File: src/rtl/clk_div_pkg.sv
// clk_div_pkg: shared types and constants for the clock-divider family.
//   clk_div_state_t : controller state (STOP, RUN, DRAIN)
//   CLK_DIV_WIDTH   : default divisor/counter width
package clk_div_pkg;

  localparam int CLK_DIV_WIDTH = 8;

  typedef enum logic [1:0] {
    STOP  = 2'd0,
    RUN   = 2'd1,
    DRAIN = 2'd2
  } clk_div_state_t;

endpackage

File: src/rtl/clk_div_core.sv
// clk_div_core: half-period counter, divided-clock toggle flop and the
// divisor-in-effect register.
//   clk, reset       : system clock, synchronous active-high reset
//   en               : count enable; when low the counter is held at 1
//   load, load_div   : write load_div into cur_div at this edge
//   clk_div, tick    : registered divided clock and per-toggle pulse
//   cur_div          : divisor currently in effect
//   wrap             : counter is at its terminal count (not gated by en)
module clk_div_core
  import clk_div_pkg::*;
#(
  parameter int WIDTH       = CLK_DIV_WIDTH,
  parameter int DEFAULT_DIV = 2
) (
  input  logic             clk,
  input  logic             reset,
  input  logic             en,
  input  logic             load,
  input  logic [WIDTH-1:0] load_div,
  output logic             clk_div,
  output logic             tick,
  output logic [WIDTH-1:0] cur_div,
  output logic             wrap
);

  localparam logic [WIDTH-1:0] ONE = {{(WIDTH-1){1'b0}}, 1'b1};

  logic [WIDTH-1:0] cnt_r;
  logic [WIDTH-1:0] cur_div_r;
  logic             clk_div_r;
  logic             tick_r;

  assign wrap    = (cnt_r == cur_div_r);
  assign clk_div = clk_div_r;
  assign tick    = tick_r;
  assign cur_div = cur_div_r;

  // Counter, toggle flop, tick pulse and divisor register.
  always_ff @(posedge clk) begin
    if (reset) begin
      cnt_r     <= ONE;
      clk_div_r <= 1'b0;
      tick_r    <= 1'b0;
      cur_div_r <= WIDTH'(DEFAULT_DIV);
    end else begin
      if (load) begin
        cur_div_r <= load_div;
      end else begin
        cur_div_r <= cur_div_r;
      end
      if (!en) begin
        cnt_r  <= ONE;
        tick_r <= 1'b0;
      end else if (wrap) begin
        // End of a half-period: restart count and flip the output.
        cnt_r     <= ONE;
        clk_div_r <= ~clk_div_r;
        tick_r    <= 1'b1;
      end else begin
        cnt_r  <= cnt_r + ONE;
        tick_r <= 1'b0;
      end
    end
  end

endmodule

File: src/rtl/clk_div_ctrl.sv
// clk_div_ctrl: runtime-programmable clock divider with glitch-free
// start/stop and divisor changes applied only at toggle boundaries.
//   clk, reset          : system clock, synchronous active-high reset
//   enable              : 1 = run, 0 = request clean stop
//   cfg_valid, cfg_div  : divisor offer (0 is clamped to 1)
//   cfg_ready           : no divisor pending, offer will be taken
//   clk_div, tick       : divided clock and per-toggle pulse (registered)
//   running             : controller is in RUN or DRAIN
//   cur_div             : divisor currently in effect
module clk_div_ctrl
  import clk_div_pkg::*;
#(
  parameter int WIDTH       = CLK_DIV_WIDTH,
  parameter int DEFAULT_DIV = 2
) (
  input  logic             clk,
  input  logic             reset,
  input  logic             enable,
  input  logic             cfg_valid,
  input  logic [WIDTH-1:0] cfg_div,
  output logic             cfg_ready,
  output logic             clk_div,
  output logic             tick,
  output logic             running,
  output logic [WIDTH-1:0] cur_div
);

  localparam logic [WIDTH-1:0] ONE  = {{(WIDTH-1){1'b0}}, 1'b1};
  localparam logic [WIDTH-1:0] ZERO = {WIDTH{1'b0}};

  clk_div_state_t   state_r;
  clk_div_state_t   state_s;
  logic             pending_r;
  logic [WIDTH-1:0] pend_div_r;
  logic             running_r;
  logic             core_en_s;
  logic             wrap_s;
  logic             apply_s;
  logic             capture_s;

  clk_div_core #(
    .WIDTH       (WIDTH),
    .DEFAULT_DIV (DEFAULT_DIV)
  ) u_core (
    .clk      (clk),
    .reset    (reset),
    .en       (core_en_s),
    .load     (apply_s),
    .load_div (pend_div_r),
    .clk_div  (clk_div),
    .tick     (tick),
    .cur_div  (cur_div),
    .wrap     (wrap_s)
  );

  assign cfg_ready = !pending_r;
  assign running   = running_r;
  assign capture_s = cfg_valid && !pending_r;

  // Next-state and counter-enable decode.
  always_comb begin
    state_s   = state_r;
    core_en_s = 1'b0;
    case (state_r)
      STOP: begin
        core_en_s = 1'b0;
        if (enable) begin
          state_s = RUN;
        end else begin
          state_s = STOP;
        end
      end
      RUN: begin
        if (enable) begin
          core_en_s = 1'b1;
          state_s   = RUN;
        end else if (!clk_div) begin
          // Already low: stop at once and suppress the pending rise.
          core_en_s = 1'b0;
          state_s   = STOP;
        end else begin
          // High phase: finish it; if it ends now this toggle is the last.
          core_en_s = 1'b1;
          if (wrap_s) begin
            state_s = STOP;
          end else begin
            state_s = DRAIN;
          end
        end
      end
      DRAIN: begin
        // Only entered while high, so the next toggle drives clk_div low.
        core_en_s = 1'b1;
        if (enable) begin
          state_s = RUN;
        end else if (wrap_s) begin
          state_s = STOP;
        end else begin
          state_s = DRAIN;
        end
      end
      default: begin
        core_en_s = 1'b0;
        state_s   = STOP;
      end
    endcase
  end

  // A pending divisor lands at once when stopped, otherwise on a toggle.
  always_comb begin
    apply_s = 1'b0;
    if (pending_r) begin
      apply_s = (state_r == STOP) || (core_en_s && wrap_s);
    end else begin
      apply_s = 1'b0;
    end
  end

  // State, running flag and pending-divisor register.
  always_ff @(posedge clk) begin
    if (reset) begin
      state_r    <= STOP;
      running_r  <= 1'b0;
      pending_r  <= 1'b0;
      pend_div_r <= ZERO;
    end else begin
      state_r   <= state_s;
      running_r <= (state_s != STOP);
      if (capture_s) begin
        pending_r  <= 1'b1;
        pend_div_r <= (cfg_div == ZERO) ? ONE : cfg_div;
      end else if (apply_s) begin
        pending_r  <= 1'b0;
        pend_div_r <= pend_div_r;
      end else begin
        pending_r  <= pending_r;
        pend_div_r <= pend_div_r;
      end
    end
  end

endmodule
File: config.mk
export PLATFORM = sky130hd
export DESIGN_NAME = clk_div_ctrl
export DESIGN_NICKNAME = d
export VERILOG_FILES = /design/src/rtl/clk_div_pkg.sv /design/src/rtl/clk_div_core.sv /design/src/rtl/clk_div_ctrl.sv
export SDC_FILE = /design/constraint.sdc
export NUM_CORES = 1
export LEC_CHECK = 0
export BUFFER_PORTS_ARGS = -buffer_cell sky130_fd_sc_hd__buf_2
export CAP_MARGIN = 20
export CELL_PAD_IN_SITES_DETAIL_PLACEMENT = 1
export CELL_PAD_IN_SITES_GLOBAL_PLACEMENT = 2
export CORE_MARGIN = 8
export CORE_UTILIZATION = 33
export DETAILED_ROUTE_END_ITERATION = 16
export PLACE_DENSITY = 0.78
export SYNTH_ARGS = -nofsm -noshare
export SYNTH_HDL_FRONTEND = slang
export SYNTH_SLANG_ARGS = --single-unit
File: constraint.sdc
create_clock -name clk -period 2.2 [get_ports clk]
set_clock_uncertainty 0.1 [all_clocks]
set_input_delay 0.44 -clock clk [delete_from_list [all_inputs] [get_ports clk]]
set_output_delay 0.44 -clock clk [all_outputs]
set_load 0.05 [all_outputs]
# After elaboration in Yosys (flattened, before gate mapping)
# Cells that the tools add are included.
# totals
regBits,30
input_bits,12
output_inout_bits,12
word_cells,39
# op_classes
n_addsub,1
n_eq_ne,3
muxes,14
bitwise_logic,2
n_reduce_logical,11
# op_table
cell,n
"8-bit by 1-bit adder with 8-bit output, second input constant",1
8-bit equality test,1
8-bit zero test,1
2-bit 2-to-1 mux,4
8-bit 2-to-1 mux,1
1-bit 2-to-1 mux,7
2-bit case mux with 3 select lines,1
2-bit nonzero test,2
3-bit OR reduction,1
"2-bit by 1-bit equality test with 1-bit output, second input constant",1
"2-bit equality test, second input constant",1
1-bit logical AND,2
2-bit zero test,1
1-bit NOT,2
1-bit case mux with 2 select lines,1
2-bit AND reduction,1
2-bit OR reduction,1
1-bit zero test,1
1-bit logical OR,1

# Logic depth before layout (Yosys ltp)
# Gate-level depths: netlist (run 1).
# logic_depth
word_depth,8
depth_mapped,6
mapped_depth_nobuf,6

# Hierarchy
# Synthesis (run 1) repeated with hierarchy kept, for this count alone.
# hier_totals
cells_unflattened,142
area_unflattened_um2,1305.0
# by_module_without_submodules
mod,instances,cells_per_inst,area_each_um2,seq_area_each_um2
clk_div_core,1,78,754.5,360.3
clk_div_ctrl,1,64,550.5,240.2

# Least setup slack after synthesis (run 1)
# No wires, ideal clock.
# synth_path
kind,register -> register
start,reg u_core.cur_div_r[0] (netlist: u_core.cur_div[0])
end,reg u_core.cur_div_r[0] (netlist: u_core.cur_div[0])
setup_time_ps,72
t_arrival_ps,1914
t_required_ps,2028
path_slack_ps,114
path_stages_with_launch,5
path_buffers,0
synth_period_minus_slack_ps,2086
cell_sequence,dfxtp_1 xnor2_2 nand4_4 o41ai_4 mux2i_1
# synth_via
elab_chain_cells,4
# synth_lines
item,line_no,rtl
"start, declared",clk_div_core.sv:29,logic [WIDTH-1:0] cur_div_r;
"start signal, assigned",clk_div_core.sv:44,cur_div_r <= WIDTH'(DEFAULT_DIV);
"start signal, assigned",clk_div_core.sv:47,cur_div_r <= load_div;
"start signal, assigned",clk_div_core.sv:49,cur_div_r <= cur_div_r;
8-bit equality test,clk_div_core.sv:33,assign wrap = (cnt_r == cur_div_r);
1-bit logical AND,clk_div_ctrl.sv:113,apply_s = (state_r == STOP) || (core_en_s && wrap_s);
1-bit logical OR,clk_div_ctrl.sv:113,
1-bit 2-to-1 mux,clk_div_ctrl.sv:112,if (pending_r) begin
# Every way passes these cells.
# A chain may end at the register's enable or synchronous reset.

# Worst setup path after layout (run 1)
# layout_path
start,reg u_core.cur_div_r[7] (netlist: u_core.cur_div[7])
end,reg u_core.clk_div_r (netlist: u_core.clk_div)
# layout_via
elab_chain_cells,2
# layout_lines
item,line_no,rtl
8-bit equality test,clk_div_core.sv:33,
2-bit AND reduction (no line),n/a,
"end signal, assigned",clk_div_core.sv:57,clk_div_r <= ~clk_div_r;
"end, declared",clk_div_core.sv:30,logic clk_div_r;
# Every way passes these cells.

==> summary.md, run 1 <==
| Metric | Value |
|---|---|
| Outcome | `finished clean` |
| Synthesized area per cell | `9.41 um^2` |
| Top-area cell type share of the netlist area | `a little over two fifths` |
| Total setup buffers inserted after CTS | `0` |
| Initial antenna violation count | `0` |
| Pre-CTS setup slack | `~380 ps` |
| Total Die Area | `6480 um^2` |
| Area of the core | `4000 um^2` |
| Final Util | `41.2%` |
| Register Area | `601 um^2` |
| Num Clock Sinks | `30` |
| Register area share after synthesis | `43.7%` |
| CTS buffer count | `5` |
| CTS clk-pin slew, worst paths | `60 ps` |
| Worst Tran Pin Value | `618 ps` |
| Mapped Nets | `163` |
| Post-cts hold buffer count | `0` |
| Layout cells sized above 1 | `23.9%` |
| Area grow syn2layout | `19.9%` |
| Wire per inst | `approximately 14 um` |
| Peak Freq | `approximately 540 MHz` |
| Die width | `80.5 um` |
| Cell accounting for the most synthesized area | `dfxtp_1` |
| Starting Density | `between 30% and 40%` |
| CP Cell Sequence | `xnor2_1 -> nand4_2 -> or4_2 -> a21oi_1` |
| MaxCap Viol Count | `0` |
| Crit path max fanout | `8` |
| FILL cells | `472` |
| Mapped Cells | `146` |
| Rows | `23` |
| Leak | `about 0.66 nW` |
| Inserted Diodes | `0` |
| Worst path max stage delay | `660 ps` |
| CTS resizes | `0` |
| Residual DRC | `0` |
| Mapped Area | `1370 um^2` |
| Slew Viols, Final | `0` |
| Synth Flop Type | `dfxtp_1` |
| CP Capture Type | `flip-flop` |
| Number of synthesized flops with an enable pin | `0` |
| Final HPWL DP | `2500 um` |
| P per Cell Area | `roughly 700 nW/um^2` |
| Setup ws final | `336 ps` |
| Netlist cell types | `32` |
| Post-layout nets | `192` |
| Fin crit share | `84.7%` |
| Met1 GRT Util | `a little over an eighth` |
| Met2 Use GR | `17.6%` |
| Worst Path Required | `2310 ps` |
| Final TNS setup | `0 ps` |
| Port Buffers | `23` |
| Htree depth | `2` |
| Critical path class | `reg -> reg` |
| Total congestion overflow | `0` |
| Layer with the highest usage | `met2` |
| CP arrival | `1970 ps` |
| Largest net degree at the start of global routing | `17` |
| Worst hold path type | `in -> reg` |
| # setup viols final | `0` |
| Met3 Use GR | `3.57%` |
| Synth warn | `0` |
| DRT antenna net count | `0` |
| Top post-synthesis cells by area | `dfxtp_1 (44%), nand2_1 (8.2%), mux2i_1 (5.8%)` |
| CTS tree | `built` |
| Root Buffer | `clkbuf_8` |
| Peak VDD IR | `0.332 mV` |
| Worst rel slew slack | `a little under 60%` |
| Via count | `about 1100` |
| Worst setup SP type | `flip-flop` |
| Synth top cells by count | `dfxtp_1 (30), nand2_1 (30), a21oi_1 (12)` |
| Worst skew pair latency | `280 ps` |
| Seq cells post-synth | `30` |
| Final min period | `1860 ps` |
| Final wirelength | `3200 um` |
| Crit-path slowest cell | `or4_2` |
| First-pass GRT wire length | `5550 um` |
| RSZ-0062 raised after global routing | `no` |
| Number of global-route vias before repair | `1170` |
| Gr usage total | `11.1%` |
| Pre-Repair DR Iteration Count | `4` |
| IO Pins | `24` |
| Max clock buf depth | `2` |
| Routed vias/inst | `4.86` |
| Final hold viol count | `0` |
| First DRT Iteration DRCs | `82` |
| Area of the multi-input gates | `around 740 um^2` |
| Synth async-reset ratio | `0%` |
| Placer Congestion | `0.781` |
| Die Ht | `80.5 um` |
-- metrics by stage --
step	cell area (um^2)	std cells	hold WS, ps	power (mW)
2_1_floorplan	1370	146	335	0.668
3_3_place_gp	1560	218	345	0.703
5_1_grt	1650	226	313	1.20
4_1_cts	1650	226	303	1.16
3_5_place_dp	1560	218	350	0.707
6_report	1650	226	309	1.14
-- metal layers --
metal,vias up,wire (um)
met3,6,102
met5,-,0
li1,562,-
met1,514,1500
met2,17,1550
met4,0,47
-- worst max-delay path: cells and delay by family (launching register included) --
family / cells / cell delay, ps
flip-flops: 1 / 340
AND/OR/NAND/NOR: 2 / 930
XOR/XNOR: 1 / 270
AO/OA/AOI/OAI: 1 / 150
-- flip-flops by register name, summed over array words and instances, names as in the netlist --
register and count:
pend_div_r 8, pending_r 1, running 1, state_r 2
u_core.clk_div 1, u_core.cnt_r 8, u_core.cur_div 8, u_core.tick 1
-- final timing paths --
path                    endpoint               from  cells after the start  slack [ps]
hold / removal     pend_div_r[4]         cfg_div[4]                      3         310
setup reg to reg  u_core.clk_div  u_core.cur_div[7]                      4         340
hold reg to reg    pend_div_r[4]      pend_div_r[4]                      2         360
setup / recovery  u_core.clk_div  u_core.cur_div[7]                      4         340
-- kinds of logic after synthesis --
group	after synthesis	synth area share, %
buffers and inverters	9	2.46
muxes	8	5.83
AOI/OAI and AO/OA	22	11.9
adders and majority gates	5	4.55
DFF	30	43.7
xor gates and xnor gates	14	11.1
and+or+nand+nor	58	20.4
-- placed cells by master (no fill, tap or decap), drive strengths merged, types with 5 or more instances in the layout --
cell    count
nand2      30
dfxtp      30
buf        25
a21oi      12
nor2       11
xnor2       9
mux2i       8
clkbuf      7
inv         5
nand3       5
xor2        5
ha          5
-- layout make-up --
class | count | share of cell area [%]
inverters | 6 | 1.37
clock buffers | 7 | 5.24
flip-flops and latches | 30 | 36.5
clock inverters | 1 | 0.304
repair buffers | 25 | 7.90
well taps | 50 | 3.80
multi-input cells | 107 | 44.9
-- power breakdown --
part           total [mW]  switching [mW]  leakage, nW  internal, mW
registers           0.573          0.0125        0.244         0.561
clock network       0.451           0.199       0.0482         0.252
logic               0.120          0.0780        0.368        0.0418
total                1.14           0.289        0.660         0.854
Note: power is estimated with default switching activity, not from simulation.
==> inputs of run 2 (changes only) <==
--- a/config.mk
+++ b/config.mk
@@ -5,14 +5,15 @@
 export SDC_FILE = /design/constraint.sdc
 export NUM_CORES = 1
 export LEC_CHECK = 0
+export ABC_AREA = 1
 export BUFFER_PORTS_ARGS = -buffer_cell sky130_fd_sc_hd__buf_2
 export CAP_MARGIN = 20
 export CELL_PAD_IN_SITES_DETAIL_PLACEMENT = 1
 export CELL_PAD_IN_SITES_GLOBAL_PLACEMENT = 2
 export CORE_MARGIN = 8
-export CORE_UTILIZATION = 33
+export CORE_UTILIZATION = 28
 export DETAILED_ROUTE_END_ITERATION = 16
-export PLACE_DENSITY = 0.78
+export PLACE_DENSITY = 0.75
 export SYNTH_ARGS = -nofsm -noshare
 export SYNTH_HDL_FRONTEND = slang
 export SYNTH_SLANG_ARGS = --single-unit
==> constraint.sdc (replaced) <==
create_clock -name clk -period 1.7 [get_ports clk]
set_clock_uncertainty 0.1 [all_clocks]
set_input_delay 0.34 -clock clk [delete_from_list [all_inputs] [get_ports clk]]
set_output_delay 0.34 -clock clk [all_outputs]
set_load 0.05 [all_outputs]
==> run 2 against run 1 <==
Flip-flop and latch count did not move; synthesized cell count up 26%; via count up 13%; largest cell class unchanged; highest routed layer unchanged.
==> summary.md, run 2 <==
| Metric | Value |
|---|---|
| Outcome | `finished clean` |
| Total Power | `1.94 mW (+70%)` |
| Hold path startpoint | `reset` |
| Rows | `25 (+8.7%)` |
| Cell accounting for the most synthesized area | `dfxtp_1` |
| FILL cells | `611 (+29%)` |
| First-pass GRT wire length | `5600 um (+0.74%)` |
| Peak VDD IR | `0.428 mV (+29%)` |
| Residual DRC | `0 (unchanged)` |
| DRT met1 WL | `1690 um (+13%)` |
| Initial antenna violation count | `0 (unchanged)` |
| Worst hold path type | `in -> reg` |
| WP depth | `7 (+3)` |
| Number of global-route vias before repair | `1228 (+5.0%)` |
| Synth async-reset ratio | `0% (unchanged)` |
| Netlist cell types | `24 (-25%)` |
| Pre-Repair DR Iteration Count | `4 (unchanged)` |
| Root Buffer | `clkbuf_8` |
| MaxCap Viol Count | `0 (unchanged)` |
| Most common cell after layout, fill and taps aside | `nand2_1` |
| Synth Flop Type | `dfxtp_1` |
| Worst setup SP type | `flip-flop` |
| P per Cell Area | `1070 nW/um^2 (+54%)` |
| Total congestion overflow | `0 (unchanged)` |
| First DRT Iteration DRCs | `36 (-56%)` |
| CP bufs+invs | `2 (+2)` |
| Post-cts hold buffer count | `0 (unchanged)` |
| Mapped Nets | `201 (+23%)` |
| Worst path max stage delay | `370 ps (-290 ps)` |
| Max clock buf depth | `2 (unchanged)` |
| Worst Path Required | `1770 ps (-540 ps)` |
| Crit-path slowest cell | `dfxtp_4` |
| Synth warn | `0 (unchanged)` |
| Worst Tran Pin Value | `564 ps (-53.6 ps)` |
| Layout cells sized above 1 | `27.1% (+3.2 points)` |
| Crit path launch | `state_r[0]` |
| Number of synthesized flops with an enable pin | `0 (unchanged)` |
| Register area share after synthesis | `43.4% (-0.28 points)` |
| DRT antenna net count | `0 (unchanged)` |
| CP Cell Sequence | `inv_2 -> ha_1 -> a21boi_4 -> nand3_4 -> buf_4 -> o21ai_0 -> a21oi_1` |
| Mapped Cells | `184 (+26%)` |
| Crit path to | `u_core.clk_div` |
| Die width | `86.3 um (+7.1%)` |
| Htree depth | `2 (unchanged)` |
| Fin crit share | `97.9% (+13 points)` |
| Total Die Area | `7440 um^2 (+15%)` |
| Slew Viols, Final | `0 (unchanged)` |
| Final HPWL DP | `2430 um (-2.8%)` |
| Commonest non-fill, non-tap cells in the layout | `nand2_1 (35), dfxtp_1 (24), inv_1 (23), buf_2 (23), a21oi_1 (18)` |
| Met2 wire length | `1500 um (-3.6%)` |
| Final hold viol count | `0 (unchanged)` |
| Top-area cell type share of the netlist area | `43.4% (-0.28 points)` |
| Top post-synthesis cells by area | `dfxtp_1 (43%), nand2_1 (9.8%), a21oi_1 (6.9%)` |
| Synthesized area per cell | `7.51 um^2 (-20%)` |
| Die Ht | `86.3 um (+7.1%)` |
| Critical path class | `reg -> reg` |
| Via count | `1241 (+13%)` |
| Final min period | `1660 ps (-199 ps)` |
| Routed vias/inst | `4.35 (-10%)` |
| Met3 WL post-DR | `150 um (+47%)` |
| Most common cell in the netlist | `nand2_1` |
| Top layer in use | `met4` |
| CTS tree | `built` |
| Gr usage total | `9.51% (-1.6 points)` |
| Mapped Area | `1380 um^2 (+0.64%)` |
| Inserted Diodes | `0 (unchanged)` |
| Reg2Reg Launch Point | `state_r[0]` |
| RR Endpoint | `u_core.clk_div` |
| Worst rel slew slack | `61.9% (+3.3 points)` |
| Worst r2r path cells | `7 (+3)` |
| Crit path max fanout | `4 (-4)` |
| CTS buffer count | `5 (unchanged)` |
| Area grow syn2layout | `31.0%` |
| Starting Density | `29.1% (-5.3 points)` |
| Seq cells post-synth | `30 (unchanged)` |
| Peak Freq | `601 MHz (+12%)` |
| Area of the core | `4750 um^2 (+19%)` |
| Largest net degree at the start of global routing | `19 (+2)` |
| Final TNS setup | `0 ps (unchanged)` |
| CP Capture Type | `flip-flop` |
| Final wirelength | `3370 um (+5.2%)` |
| # setup viols final | `0 (unchanged)` |
| Reg2Reg Setup Slack | `40 ps (-300 ps)` |
| Leak | `0.798 nW (+21%)` |
| Placer Congestion | `0.750 (-4.0%)` |
| CTS clk-pin slew, worst paths | `70 ps (about the same)` |
| Post-layout nets | `234 (+22%)` |
| Port Buffers | `23 (unchanged)` |
| Num Clock Sinks | `30 (unchanged)` |
| Synth top cells by count | `nand2_1 (36), dfxtp_1 (30), inv_1 (25)` |
| Wire per inst | `11.8 um (-17%)` |
| Worst path top cell family by delay | `compound AO/OA/AOI/OAI gates` |
| Worst skew pair latency | `280 ps (about the same)` |
| CP arrival | `1740 ps (-230 ps)` |
| IO Pins | `24 (unchanged)` |
## run 2: changes by cell type after synthesis, sizes merged, moves of 7 or more
cell   change
nand3      +8
nand2      +7
inv       +21
mux2i      -8
o21ai      +8
a21oi      +7
nor2       +9
## run 2: worst min-delay path by stage
stage               endpoint  slack, ps  cells past startpoint
4_1_cts        pend_div_r[0]        230                      2
3_3_place_gp   pend_div_r[4]        340                      2
5_1_grt           state_r[0]        240                      2
2_1_floorplan  pend_div_r[2]        330                      2
3_5_place_dp   pend_div_r[3]        350                      2
6_report          state_r[0]        230                      2
## run 2: cell type report
cell class,count,area [um^2],area share (%)
well taps,67,83.8,4.63
multi-input cells,124,709,39.2
clock buffers,6,82.6,4.56
inverters,26,97.6,5.39
flip-flops and latches,30,611,33.7
repair buffers,30,168,9.25
clock inverters,2,60.1,3.31
## run 2: logic make-up after synthesis
kind of cell	after synthesis	synth area share (%)
DFF	30	43.4
AOI/OAI and AO/OA	31	11.9
xor gates and xnor gates	8	5.07
buffers and inverters	32	9.95
and+or+nand+nor	78	25.1
adders and majority gates	5	4.52
## run 2: through the flow
step	setup WS [ps]	cell area [um^2]	hold WS, ps	std cells	utilization (%)
finish	35.4	1810	229	285	38.1
global route	-15.0	1810	241	285	38.1
CTS	48.6	1720	227	280	36.2
detailed placement	66.8	1580	351	272	33.2
global placement	94.6	1580	344	272	33.2
floorplan	3.65	1390	330	184	-
## run 2: routing by layer
metal	up-vias	global-route usage [%]
li1	653	-
met1	564	11.5
met2	20	14.4
met3	4	4.54
met4	0	3.29
met5	-	0
## run 2: report_power, final
group          internal (mW)  leakage (nW)  total [mW]  switching (mW)
Combinational         0.0871         0.479       0.272           0.185
Clock                  0.625        0.0714       0.901           0.276
Sequential             0.742         0.248       0.766          0.0238
Total                   1.45         0.798        1.94           0.485
## run 2: repair_timing
action | 4_1_cts | 5_1_grt
setup endpoints to repair | 0 | 16
buffers inserted | 0 | 3
resized for setup | 0 | 12
